<file path="src/rtl/data_memory_ctrl.sv">
// Data memory for the MIPS MEM stage: byte/half/word access with byte lanes,
// signed/unsigned load extension, error flagging and an optional post-reset clear sweep.
module data_memory_ctrl #(
    parameter int unsigned DEPTH          = 64,
    parameter int unsigned ADDR_W         = 32,
    parameter bit          CLEAR_ON_RESET = 1'b1
) (
    input  logic              clk,
    input  logic              rst_n,
    input  logic              req_valid,
    output logic              req_ready,
    input  logic              req_we,
    input  logic [1:0]        req_size,
    input  logic              req_unsigned,
    input  logic [ADDR_W-1:0] req_addr,
    input  logic [31:0]       req_wdata,
    output logic              rsp_valid,
    output logic [31:0]       rsp_rdata,
    output logic              rsp_err,
    output logic              init_done
);

    localparam int unsigned IDX_W = $clog2(DEPTH);

    typedef enum logic [0:0] {
        StClear,
        StIdle
    } state_e;

    state_e           state_q, state_d;
    logic [IDX_W-1:0] cnt_q, cnt_d;
    logic             clear_we;

    logic [31:0]      mem [DEPTH];

    logic [IDX_W-1:0] idx;
    logic [1:0]       lane;
    logic             out_of_range;
    logic             misaligned;
    logic             err;
    logic             accept;
    logic             store_we;
    logic [3:0]       wr_be;
    logic [31:0]      wr_data;
    logic [31:0]      rd_word;
    logic [7:0]       rd_byte;
    logic [15:0]      rd_half;
    logic [31:0]      load_val;

    logic             rsp_valid_q;
    logic             rsp_err_q;
    logic [31:0]      rsp_rdata_q;

    // State register; reset restarts the sweep from word 0.
    always_ff @(posedge clk) begin
        if (!rst_n) begin
            state_q <= CLEAR_ON_RESET ? StClear : StIdle;
            cnt_q   <= '0;
        end else begin
            state_q <= state_d;
            cnt_q   <= cnt_d;
        end
    end

    // Next state: sweep one word per cycle, then sit in IDLE serving requests.
    always_comb begin
        state_d  = state_q;
        cnt_d    = cnt_q;
        clear_we = 1'b0;
        unique case (state_q)
            StClear: begin
                clear_we = 1'b1;
                cnt_d    = cnt_q + 1'b1;
                if (cnt_q == IDX_W'(DEPTH - 1)) begin
                    state_d = StIdle;
                end
            end
            StIdle: begin
                state_d = StIdle;
            end
        endcase
    end

    assign req_ready = (state_q == StIdle);
    assign init_done = (state_q == StIdle);

    // Address decode and error classification.
    always_comb begin
        idx          = req_addr[IDX_W+1:2];
        lane         = req_addr[1:0];
        out_of_range = (req_addr >> (IDX_W + 2)) != '0;
        misaligned   = ((req_size == 2'b01) && lane[0]) ||
                       ((req_size == 2'b10) && (lane != 2'b00));
        err          = out_of_range || misaligned || (req_size == 2'b11);
        accept       = req_valid && req_ready;
        store_we     = accept && req_we && !err;
    end

    // Lane enables and replicated write data so each lane sees its own bits.
    always_comb begin
        wr_be   = 4'b0000;
        wr_data = req_wdata;
        unique case (req_size)
            2'b00: begin
                wr_be   = 4'b0001 << lane;
                wr_data = {4{req_wdata[7:0]}};
            end
            2'b01: begin
                wr_be   = lane[1] ? 4'b1100 : 4'b0011;
                wr_data = {2{req_wdata[15:0]}};
            end
            2'b10: begin
                wr_be   = 4'b1111;
                wr_data = req_wdata;
            end
            2'b11: begin
                wr_be   = 4'b0000;
                wr_data = req_wdata;
            end
        endcase
    end

    // RAM array: clear sweep or lane-masked store; nothing written while in reset.
    always_ff @(posedge clk) begin
        if (rst_n) begin
            if (clear_we) begin
                mem[cnt_q] <= '0;
            end else if (store_we) begin
                for (int i = 0; i < 4; i++) begin
                    if (wr_be[i]) begin
                        mem[idx][8*i +: 8] <= wr_data[8*i +: 8];
                    end
                end
            end
        end
    end

    // Load lane selection and extension.
    always_comb begin
        rd_word  = mem[idx];
        rd_byte  = rd_word[{lane, 3'b000} +: 8];
        rd_half  = lane[1] ? rd_word[31:16] : rd_word[15:0];
        load_val = '0;
        unique case (req_size)
            2'b00:   load_val = req_unsigned ? {24'h0, rd_byte} : {{24{rd_byte[7]}}, rd_byte};
            2'b01:   load_val = req_unsigned ? {16'h0, rd_half} : {{16{rd_half[15]}}, rd_half};
            2'b10:   load_val = rd_word;
            2'b11:   load_val = '0;
        endcase
    end

    // Response register: one pulse per accepted request, dropped by reset.
    always_ff @(posedge clk) begin
        if (!rst_n) begin
            rsp_valid_q <= 1'b0;
            rsp_err_q   <= 1'b0;
            rsp_rdata_q <= '0;
        end else begin
            rsp_valid_q <= accept;
            rsp_err_q   <= accept && err;
            rsp_rdata_q <= (accept && !err && !req_we) ? load_val : '0;
        end
    end

    assign rsp_valid = rsp_valid_q;
    assign rsp_err   = rsp_err_q;
    assign rsp_rdata = rsp_rdata_q;

endmodule

</file>
<file path="config.mk">
export PLATFORM = sky130hd
export DESIGN_NAME = data_memory_ctrl
export DESIGN_NICKNAME = d
export VERILOG_FILES = /design/src/rtl/data_memory_ctrl.sv
export SDC_FILE = /design/constraint.sdc
export NUM_CORES = 2
export LEC_CHECK = 0
export BUFFER_PORTS_ARGS = -buffer_cell sky130_fd_sc_hd__buf_2
export CORE_ASPECT_RATIO = 1.1
export CORE_MARGIN = 2
export CORE_UTILIZATION = 45
export CTS_BUF_LIST = sky130_fd_sc_hd__clkbuf_16
export CTS_CLUSTER_DIAMETER = 40
export DETAILED_ROUTE_END_ITERATION = 8
export PLACE_DENSITY_LB_ADDON = 0.12
export SLEW_MARGIN = 20
export SYNTH_ARGS = -nofsm -noshare
export SYNTH_HDL_FRONTEND = slang
export SYNTH_SLANG_ARGS = --single-unit
</file>
<file path="constraint.sdc">
create_clock -name clk -period 4.2 [get_ports clk]
set_input_delay 0 -clock clk [delete_from_list [all_inputs] [get_ports clk]]
set_output_delay 0 -clock clk [all_outputs]
set_load 0.05 [all_outputs]
</file>
==> impl_results.md <==
- Outcome: finished, final reports clean
- Min Hold Slack: 0.04054 ns
- # rows: 164
- Crit-path cells: mux4_2, a22oi_1, nand4_1, o21ai_1, buf_4, o31a_1, dlygate4sd3_1, a31oi_1, dlygate4sd3_1
- CP required: 5.00 ns
- TritonCTS Sinks: 2089
- HP Start: req_addr[18]
- Via Count: 43837
- Setup slack after layout: 0.2074 ns
- CTS tree: built
- Post-synth EDFFs: 2048
- Clk_lat worst skew: 0.92 ns
- Sum Neg Setup Slack: 0 ns
- Global placement routability congestion: 0.8941
- Fmax: 0.2505 GHz
- WP buf/inv: 3
- Initial antenna violation count: 12
- Fin. max-slew vios: 0
- Fin crit share: 95.06%
- Dpl cells: 6789
- Cts bufs inserted: 292
- Crit path DAT: 4.80 ns
- Final Hold Viols: 0
- Ports: 107
- Syn Area/Cell: 20.22 um^2
- Final HPWL DP: 148.5 mm
- Dominant cells by area after synthesis: edfxtp_1 (75%), mux4_2 (12%), mux2i_1 (2.5%)
- WL/cell: 31.56 um
- Min cycle time layout: 3.993 ns
- CP max stage cell: o21ai_1
- Root Buffer Master: clkbuf_16
- DR pass1 iterations: 5
- Most frequent CP cell: dlygate4sd3_1
- RSZ-0062 raised after global routing: false
- Leading area contributor after synthesis: edfxtp_1
- Syn nets: 4151
- Register area share after synthesis: 75.57%
- Reg clk slew, reported paths: 0.06 ns
- Die ar.: 186700 um^2
- Share of the synthesized area in the top cell type: 74.58%
- Vias in the first global route: 43994
- Initial Util: 45.36%
- Ys flop type: edfxtp_1
- Slowest stage delay, CP: 0.67 ns
- Area grow syn2layout: 20.40%
- Critical path class: flip-flop to flip-flop
- MaxCap Viol Count: 0
- Ys Warns: 0
- Die Span Y: 453.0 um
- Worst R2R Start: mem[47][30]
- Worst setup SP type: flip-flop
- # Post-CTS Setup Buffers: 0
- Fin cells: 7351
- Buffers on Ports: 106
- Setup crit end kind: flip-flop
- Ys async rst share: 0%
- Fraction of layout cells with a size suffix above 1: 32.38%
- GRT Util Overall: 25.02%
- Worst vdd ir: 0.4779 mV
- Final core occ: 54.61%
- Crit-path max FO: 3
- Cells after Synth: 4079
- # DRC: 0
- Vias per cell: 5.963
- Relative slew margins: 24.44%
- Nets@finish: 4800
- CORE AREA: 181800 um^2
- Final setup vio count: 0
- Post-Syn Area: 82460 um^2
- CTS H-tree lvls: 5
- Clock skew: 0.06037 ns
- Max clock buf depth: 4
- Largest net degree at the start of global routing: 65
- Cell leakage power: 31.45 nW
- CP startpoint: mem[47][30]
- Actual slew at the worst max-slew pin: 1.125 ns
- Die Wd: 412.2 um
- Pre-CTS setup slack: 0.3291 ns
- Distinct cells, synth: 71
- Hold Path Class: primary input to flip-flop
- Post-DRT Antenna Nets: 0
- GRT overflow: 0
- Crit path max-delay family: buffers and inverters
- Most common cell in the netlist: edfxtp_1
- Iter 0 DRT Violations: 4848
- Final WL: 232.0 mm
- Synth cell count leaders: edfxtp_1 (2048), mux4_2 (440), nor2_1 (217), mux2i_1 (210), nor3_1 (179)
- Fillers: 14076
- Cell Pwr Density: 491.2 nW/um^2
- Yosys reg bits: 2089
- First-pass GRT wire length: 331.1 mm
cells in the final DEF (no fill, tap or decap), drive strengths merged, types with 5 or more instances in the layout:
| master | instances |
|---|---|
| dlygate4sd3 | 52 |
| and2 | 8 |
| mux2 | 11 |
| a22oi | 146 |
| nor2b | 10 |
| o21ai | 20 |
| o211ai | 17 |
| mux4 | 459 |
| or2 | 5 |
| o41a | 5 |
| o221ai | 14 |
| a31oi | 22 |
| clkbuf | 301 |
| mux2i | 211 |
| buf | 588 |
| nor4 | 13 |
| nor2 | 218 |
| o22ai | 20 |
| bufinv | 28 |
| or2b | 5 |
| a221oi | 7 |
| a22o | 17 |
| a21oi | 59 |
| edfxtp | 2048 |
| clkinvlp | 32 |
| nand2b | 14 |
| clkinv | 78 |
| o31ai | 9 |
| inv | 80 |
| nand3 | 61 |
| nand4 | 19 |
| nand2 | 86 |
| dfxtp | 41 |
| nor3 | 179 |
| and3 | 12 |
cell type report:
| cell class | count | area (um^2) | area share (%) |
|---|---|---|---|
| timing repair buffer | 640 | 5333 | 5.371 |
| clock buffer | 301 | 7532 | 7.587 |
| sequential | 2089 | 62320 | 62.77 |
| inverter | 11 | 43.79 | 0.04411 |
| antenna | 2 | 5.005 | 0.005041 |
| clock inverter | 207 | 2019 | 2.034 |
| tap | 2407 | 3012 | 3.033 |
| multi-input combinational | 1694 | 19020 | 19.16 |
worst reg2reg max path, cell delays in order (launching register included):
cell and delay (ns):
edfxtp_1 0.37, mux4_2 0.53, a22oi_1 0.32, nand4_1 0.38
o21ai_1 0.67, buf_4 0.25, o31a_1 0.14, dlygate4sd3_1 0.56
a31oi_1 0.09, dlygate4sd3_1 0.60
sequential cells by signal, indices dropped and copies added (netlist names):
signal	cells
cnt_q	6
init_done	1
mem	2048
rsp_valid	1
rsp_err	1
rsp_rdata	32
power breakdown:
group / total, mW / internal (mW) / leakage [nW] / switching, mW
clock: 24.1 / 14.9 / 4.70 / 9.26
sequential: 22.6 / 22.6 / 17.7 / 0.0247
combinational: 2.01 / 0.735 / 9.07 / 1.28
total: 48.8 / 38.2 / 31.5 / 10.6
worst paths after layout:
path,end,slack [ns],cells past startpoint
setup / recovery,rsp_rdata[6],0.21,9
hold / removal,rsp_err,0.04,5
setup reg to reg,rsp_rdata[6],0.21,9
hold reg to reg,cnt_q[4],0.64,2
repair_timing:
item | 4_1_cts | 5_1_grt
resized for setup | 0 | 2
hold endpoints to repair | 1291 | 0
hold buffers | 53 | 0
endpoints found under the setup margin | 0 | 3
routing by layer:
layer,vias up,wire length (um),GRT usage (%)
met3,366,18040,4.694
met2,1866,109600,38.83
met4,2,6780,7.607
met1,23261,97560,36.17
li1,18342,-,-
met5,-,8,0
cell families after synthesis:
logic type | count (synthesis) | share of synthesized area (%)
compound gates | 363 | 3.224
xor+xnor | 4 | 0.04248
fa+ha+maj | 1 | 0.01517
buf+inv | 296 | 2.149
flops | 2089 | 75.57
mux | 681 | 15.34
simple gates | 645 | 3.657
per-stage QoR:
stage	cell area, um^2	power (mW)
after floorplan	82480	24.19
after global placement	89080	25.04
after detailed placement	89110	25.03
after CTS	99200	49.12
after global routing	99280	50.05
final	99280	48.77
(Power assumes the default switching activity.)
